==> config.mk <==
export PLATFORM = sky130hd
export DESIGN_NAME = alu_issue_unit
export DESIGN_NICKNAME = d
export VERILOG_FILES = /design/src/rtl/alu_issue_unit.sv
export SDC_FILE = /design/constraint.sdc
export NUM_CORES = 2
export LEC_CHECK = 0
export CORE_MARGIN = 1
export CORE_UTILIZATION = 40
export CTS_CLUSTER_DIAMETER = 80
export CTS_CLUSTER_SIZE = 30
export DETAILED_ROUTE_END_ITERATION = 6
export SLEW_MARGIN = 20
export SYNTH_ARGS = -nofsm -noshare
export SYNTH_HDL_FRONTEND = slang
export SYNTH_SLANG_ARGS = --single-unit
==> constraint.sdc <==
create_clock -name clk -period 3.1 [get_ports clk]
set_input_delay 0.775 -clock clk [delete_from_list [all_inputs] [get_ports clk]]
set_output_delay 0.775 -clock clk [all_outputs]
set_load 0.02 [all_outputs]
==> src/rtl/alu_issue_unit.sv <==
// ---------------------------------------------------------------------------
// alu_issue_unit: decodes RV32I compute words, drives an external ALU and
// writes results back to a 32x32 register file, one instruction at a time.
// Optional macro: ALU_ISSUE_PERF_EN adds retired/illegal event counters.
// Revision: 1.0
// ---------------------------------------------------------------------------
`default_nettype none

module alu_issue_unit #(
  parameter int          RESET_PC_UNUSED = 0,
  parameter logic [31:0] REG_INIT        = 32'h0
) (
  input  logic        clk,
  input  logic        rst_n,
  input  logic        instr_valid,
  input  logic [31:0] instr_data,
  output logic        instr_ready,
  output logic [31:0] alu_operand_a,
  output logic [31:0] alu_operand_b,
  output logic [4:0]  alu_opcode,
  input  logic [31:0] alu_result,
  output logic        wb_valid,
  output logic [4:0]  wb_rd,
  output logic [31:0] wb_data,
  output logic        illegal
`ifdef ALU_ISSUE_PERF_EN
  ,
  output logic [31:0] retired_count,
  output logic [31:0] illegal_count
`endif
);

  if (RESET_PC_UNUSED != 0) begin : g_reset_pc_check
    $error("RESET_PC_UNUSED is reserved and must be 0");
  end

  typedef enum logic [1:0] {
    S_IDLE   = 2'd0,
    S_DECODE = 2'd1,
    S_EXEC   = 2'd2,
    S_WB     = 2'd3
  } state_e;

  state_e             state_q, state_d;
  logic [31:0]        instr_q, instr_d;
  logic [4:0]         opcode_q, opcode_d;
  logic [31:0]        op_a_q, op_a_d;
  logic [31:0]        op_b_q, op_b_d;
  logic [4:0]         rd_q, rd_d;
  logic [31:0]        result_q, result_d;
  logic               wb_valid_q, wb_valid_d;
  logic               illegal_q, illegal_d;
  logic [31:0][31:0]  regs_q, regs_d;

  logic [4:0]  dec_op;
  logic [31:0] dec_a;
  logic [31:0] dec_b;
  logic        dec_illegal;

  logic [2:0]  f3;
  logic [6:0]  f7;
  logic [31:0] imm_i;

  assign f3    = instr_q[14:12];
  assign f7    = instr_q[31:25];
  assign imm_i = {{20{instr_q[31]}}, instr_q[31:20]};

  always_comb begin
    dec_op      = 5'd0;
    dec_a       = regs_q[instr_q[19:15]];
    dec_b       = regs_q[instr_q[24:20]];
    dec_illegal = 1'b0;
    case (instr_q[6:0])
      7'b0110011: begin
        case (f3)
          3'b000: begin
            if (f7 == 7'b0000000)      dec_op = 5'd0;
            else if (f7 == 7'b0100000) dec_op = 5'd1;
            else                       dec_illegal = 1'b1;
          end
          3'b101: begin
            if (f7 == 7'b0000000)      dec_op = 5'd6;
            else if (f7 == 7'b0100000) dec_op = 5'd7;
            else                       dec_illegal = 1'b1;
          end
          default: begin
            dec_illegal = (f7 != 7'b0000000);
            case (f3)
              3'b001:  dec_op = 5'd5;
              3'b010:  dec_op = 5'd8;
              3'b011:  dec_op = 5'd9;
              3'b100:  dec_op = 5'd4;
              3'b110:  dec_op = 5'd3;
              default: dec_op = 5'd2;
            endcase
          end
        endcase
      end
      7'b0010011: begin
        dec_b = imm_i;
        case (f3)
          3'b000: dec_op = 5'd10;
          3'b010: dec_op = 5'd17;
          3'b011: dec_op = 5'd18;
          3'b100: dec_op = 5'd13;
          3'b110: dec_op = 5'd12;
          3'b111: dec_op = 5'd11;
          3'b001: begin
            dec_op      = 5'd14;
            dec_illegal = (f7 != 7'b0000000);
          end
          default: begin
            if (f7 == 7'b0000000)      dec_op = 5'd15;
            else if (f7 == 7'b0100000) dec_op = 5'd16;
            else                       dec_illegal = 1'b1;
          end
        endcase
      end
      7'b0110111: begin
        // The ALU performs the <<12 itself, so only the raw immediate is sent.
        dec_op = 5'd19;
        dec_a  = 32'h0;
        dec_b  = {12'b0, instr_q[31:12]};
      end
      default: dec_illegal = 1'b1;
    endcase
  end

  always_comb begin
    state_d    = state_q;
    instr_d    = instr_q;
    opcode_d   = opcode_q;
    op_a_d     = op_a_q;
    op_b_d     = op_b_q;
    rd_d       = rd_q;
    result_d   = result_q;
    wb_valid_d = 1'b0;
    illegal_d  = 1'b0;
    regs_d     = regs_q;
    case (state_q)
      S_IDLE: begin
        if (instr_valid) begin
          instr_d = instr_data;
          state_d = S_DECODE;
        end
      end
      S_DECODE: begin
        if (dec_illegal) begin
          illegal_d = 1'b1;
          state_d   = S_IDLE;
        end else begin
          opcode_d = dec_op;
          op_a_d   = dec_a;
          op_b_d   = dec_b;
          rd_d     = instr_q[11:7];
          state_d  = S_EXEC;
        end
      end
      S_EXEC: begin
        result_d   = alu_result;
        wb_valid_d = 1'b1;
        state_d    = S_WB;
      end
      default: begin
        if (rd_q != 5'd0) regs_d[rd_q] = result_q;
        state_d = S_IDLE;
      end
    endcase
  end

`ifdef ALU_ISSUE_PERF_EN
  logic [31:0] retired_count_q, retired_count_d;
  logic [31:0] illegal_count_q, illegal_count_d;

  always_comb begin
    retired_count_d = retired_count_q + {31'b0, wb_valid_q};
    illegal_count_d = illegal_count_q + {31'b0, illegal_q};
  end

  always_ff @(posedge clk) begin
    if (!rst_n) begin
      retired_count_q <= 32'h0;
      illegal_count_q <= 32'h0;
    end else begin
      retired_count_q <= retired_count_d;
      illegal_count_q <= illegal_count_d;
    end
  end

  assign retired_count = retired_count_q;
  assign illegal_count = illegal_count_q;
`endif

  always_ff @(posedge clk) begin
    if (!rst_n) begin
      state_q    <= S_IDLE;
      instr_q    <= 32'h0;
      opcode_q   <= 5'd0;
      op_a_q     <= 32'h0;
      op_b_q     <= 32'h0;
      rd_q       <= 5'd0;
      result_q   <= 32'h0;
      wb_valid_q <= 1'b0;
      illegal_q  <= 1'b0;
      regs_q     <= {{31{REG_INIT}}, 32'h0};
    end else begin
      state_q    <= state_d;
      instr_q    <= instr_d;
      opcode_q   <= opcode_d;
      op_a_q     <= op_a_d;
      op_b_q     <= op_b_d;
      rd_q       <= rd_d;
      result_q   <= result_d;
      wb_valid_q <= wb_valid_d;
      illegal_q  <= illegal_d;
      regs_q     <= regs_d;
    end
  end

  assign instr_ready   = (state_q == S_IDLE);
  assign alu_opcode    = opcode_q;
  assign alu_operand_a = op_a_q;
  assign alu_operand_b = op_b_q;
  assign wb_valid      = wb_valid_q;
  assign wb_rd         = rd_q;
  assign wb_data       = result_q;
  assign illegal       = illegal_q;

endmodule

`default_nettype wire

# Word level (Yosys, flattened, before mapping)

Cells that the tools add are included.

Magnitude comparators: 4
Equal/unequal tests: 14
Muxes and demuxes: 29
Bitwise gates (word level): 2
Reduce and logical (&&, ||, !) cells: 13

Operators by type and width:

| kind                                                                                | number |
|---|---|
| 1024-bit bitwise mux                                                                | 1 |
| 32-bit binary-select mux with 5-bit select                                          | 2 |
| 32-bit demux with 5-bit select                                                      | 1 |
| 32-bit 2-to-1 mux                                                                   | 4 |
| 32-bit case mux with 2 select lines                                                 | 1 |
| 5-bit case mux with 7 select lines                                                  | 1 |
| 7-bit by 6-bit equality test with 1-bit output, second input constant               | 3 |
| 4-bit case mux with 5 select lines                                                  | 1 |
| 5-bit by 6-bit less-than comparator with 1-bit output, second input constant        | 3 |
| 5-bit case mux with 3 select lines                                                  | 1 |
| 3-bit equality test, second input constant                                          | 4 |
| 5-bit 2-to-1 mux                                                                    | 2 |
| 5-bit case mux with 2 select lines                                                  | 1 |
| 2-bit AND reduction                                                                 | 4 |
| 7-bit by 5-bit equality test with 1-bit output, second input constant               | 1 |
| 7-bit zero test                                                                     | 1 |
| 1-bit 2-to-1 mux                                                                    | 7 |
| 7-bit nonzero test                                                                  | 1 |
| 3-bit by 2-bit equality test with 1-bit output, second input constant               | 2 |
| 3-bit 2-to-1 mux                                                                    | 2 |
| 2-bit case mux with 3 select lines                                                  | 1 |
| 6-bit OR reduction                                                                  | 1 |
| 5-bit by 1-bit greater-or-equal comparator with 1-bit output, second input constant | 1 |
| 5-bit nonzero test                                                                  | 1 |
| other kinds (13)                                                                    | 15 |

Bits in registers: 1166
Input port bits: 67
Output and inout port bits: 109
Word-level logic and storage cells: 103

# Longest topological paths before layout

Depth after elaboration: 7
Mapped depth: 10
Depth with buffers taken out: 6

# Worst setup path after synthesis

OpenSTA, ideal clock, no wires.

Path type: in2reg
From: in rst_n
To: reg op_a_q[0], in the netlist alu_operand_a[0]
Arrival: 1947 ps
Setup slack: 1094 ps
Stages on the path: 7
Cells stage by stage: buf_2 -> nand2_1 -> or3_1 -> nor3_2 -> clkbuf_1 -> nand2_1 -> nand2_1

RTL lines:

| what                 | line | RTL |
|---|---|---|
| start, declared      | 14   | `input logic rst_n,` |
| end signal, assigned | 210  | `op_a_q <= op_a_d;` |
| end, declared        | 47   | `logic [31:0] op_a_q, op_a_d;` |

# Final worst setup path

From: reg state_q[1]
To: out instr_ready

Cells in the longest elaborated chain, start to end: 1

Ends and longest elaborated chain:

| what                   | line | RTL |
|---|---|---|
| start, declared        | 44   | `state_e state_q, state_d;` |
| start signal, assigned | 207  | `state_q <= state_d;` |
| 2-bit zero test        | 220  | `assign instr_ready = (state_q == S_IDLE);` |
| end, declared          | 17   | `output logic instr_ready,` |

No other way between the ends.

==> metrics.txt <==
fmax=331.7 MHz; via count=52,490; pwr dens=409.9 nW/um2; Pre-Repair DR Iteration Count=6; largest net degree at the start of global routing=228; logic gate share of total power=0.084; Synth Flop Type=dfxtp_1; post-synthesis simple-gate area fraction=0.1653; Worst-Margin Slew=0.9650 ns; Die Ht=388.2 um; RSZ-0062 raised after global routing=false; Net count, final=6,633; cell family with most CP delay=buffers and inverters; Syn. warnings=0; ranking of synthesized cells by area=dfxtp_1 39%, nand2_1 14%, a21boi_0 13%; Final Cycle Share=0.9724; Worst-Skew Late Latency=0.76 ns; Synth top cells by count=2,291 x nand2_1, 1,166 x dfxtp_1, 1,029 x a21boi_0; Max Transition Viols Final=0; status=completed; Post-synth EDFFs=0; share of power burned in registers=0.558; FFs w/ async S/R, synth=0; layout cell share with drive strength beyond 1=0.1177; Detailed Place HPWL=145,300 um; via/cell ratio=6.146; most common cell in the netlist=nand2_1; initial antenna violation count=11; CTS sink count=1,166; clock root cell=clkbuf_16; CTS tree=done; Yosys top cell by area=dfxtp_1; delay of the slowest critical-path stage=0.69 ns; Setup Buffers After CTS=0; CTS Buf Count=56; ANT cells=0; Die W=388.2 um; area of the die=150,700 um2; Clock power frac=0.358; distinct cell type count after synthesis=63; row cnt=141; Worst Skew=0.04932 ns; Max Root-Sink Buffers=3; post-synth top area share=0.3912; worst-path maximum fanout=10; crit path kind=reg2out; mux contribution to synthesized area=0.1914; sw frac=0.2719; worst path bufs/invs=1; slew margin rel.=0.3567; Tmin final=3.014 ns; sw power=7360 uW; GR Overflow Total=0; Leak=0.01980 uW; adder-cell share of the synthesized area=0; CP endpoint kind=primary output; gr usage total=0.3060; vias in the first global route=49,100; post-route ant nets=0; mapped cell area=59,670 um2; CP max-delay cell=clkdlybuf4s50_1; main combinational cell family by area after synthesis=compound AO/OA/AOI/OAI gates; Clock transition at path regs=0.12 ns; Hold Path Class=in2reg; syn_area_per_cell=8.835 um2; CP required=2.32 ns; Yosys reg bits=1,166; drt total wl=238,700 um; Routability Congestion=0.9674; crit-path cells=nor2_1 -> clkdlybuf4s50_1; Finished Layout Cells=8,540; cells after synthesis=6,753; Data arrival, critical path=2.24 ns; first-pass GRT wire length=343,800 um; final hold violation count=0; cell-internal power=19,710 uW; Synth Area in Compound Gates=0.2039; Final Setup Violations=0; core area=147,800 um2; Total Neg Setup Slack=0 ns; Net Count, Synth=6,820; max_cap viols=0; Area Overhead vs Synth=10.72%; Iter 0 DRT Violations=6,665; Ports=176; port bufs=175; DRC Markers=0; VDD IR max=0.0004579 V; drt wl/cell=27.95 um; initial core utilization=0.4036; Seq/Total Area, Yosys=0.3912; dpl cells=8,438; Setup crit start kind=flop; H-tree levels=2; post-synthesis xor/xnor area fraction=0.0001468; Filler cells=14,200
-- what timing repair did --
item	CTS	global route
resized for setup	0	1
setup endpoints to repair	0	1
hold buffers	0	0
-- kinds of logic after synthesis --
| group | count (synthesis) |
|---|---|
| mux | 723 |
| flops | 1166 |
| simple gates | 2528 |
| buf+inv | 672 |
| xor+xnor | 1 |
| compound gates | 1663 |
-- metal layers --
metal / track usage / part of all wire / vias up
li1: - / - / 23070
met1: 0.4043 / 0.40 / 25920
met2: 0.4744 / 0.44 / 2913
met3: 0.06775 / 0.10 / 582
met4: 0.1437 / 0.052 / 6
met5: 0 / 0.00018 / -
-- cell usage in the layout, fill, tap and decap left out, types with 64 or more instances in the layout --
master	instances
nand2_1	2276
dfxtp_1	1157
a21boi_0	1029
mux2i_1	385
mux4_2	334
buf_4	178
clkdlybuf4s50_1	174
a22oi_1	154
a221oi_1	128
o21ai_0	128
a21oi_1	70
buf_12	68
nor2_1	64
-- power groups by stage --
stage / combinational [uW] / sequential, uW / clock (uW)
5_1_grt: 2340 / 15100 / 10300
3_3_place_gp: 2220 / 15400 / 0
4_1_cts: 2230 / 15100 / 9800
3_5_place_dp: 2220 / 15400 / 0
6_report: 2270 / 15100 / 9710
2_1_floorplan: 1460 / 15400 / 0
-- worst register-to-register path, delay by kind of cell (launching register included) --
family,cells,cell delay (ns)
compound gates,4,0.85
simple gates,2,0.91
buf+inv,1,0.39
flops,1,0.44
-- final timing paths --
kind	from	end	slack (ns)	depth (start not counted)
max	state_q[1]	instr_ready	0.09	2
min	rst_n	regs_q[651]	0.39	2
max reg2reg	instr_q[26]	alu_operand_b[28]	0.37	7
min reg2reg	alu_opcode[2]	alu_opcode[2]	0.46	2
-- registers in the layout (all words and copies together) (netlist names) --
| name | flops |
|---|---|
| alu_opcode | 5 |
| alu_operand_a | 32 |
| alu_operand_b | 32 |
| illegal | 1 |
| instr_q | 32 |
| regs_q | 1024 |
| state_q | 2 |
| wb_data | 32 |
| wb_rd | 5 |
| wb_valid | 1 |
-- metrics by stage --
stage / power [uW] / setup slack [ns] / hold slack, ns / area, um2 / utilization
floorplan: 16820 / 1.094 / 0.4353 / 59670 / -
global placement: 17650 / 0.4097 / 0.4382 / 64100 / 0.4336
detailed placement: 17660 / 0.4034 / 0.4467 / 64100 / 0.4336
CTS: 27120 / 0.009311 / 0.3660 / 66060 / 0.4468
global route: 27760 / 0.03736 / 0.3777 / 66060 / 0.4468
finish: 27080 / 0.08557 / 0.3943 / 66060 / 0.4468
-- area by class of cell --
type | instances | area, um2 | share of cell area
Multi-Input combinational cell | 4915 | 33840 | 0.5123
Sequential cell | 1166 | 23370 | 0.3538
Timing Repair Buffer | 421 | 4454 | 0.06743
Tap cell | 1930 | 2415 | 0.03655
Clock buffer | 62 | 1475 | 0.02233
Clock inverter | 40 | 480.5 | 0.007273
Inverter | 6 | 23.77 | 0.0003599
Note: power is estimated with default switching activity, not from simulation.
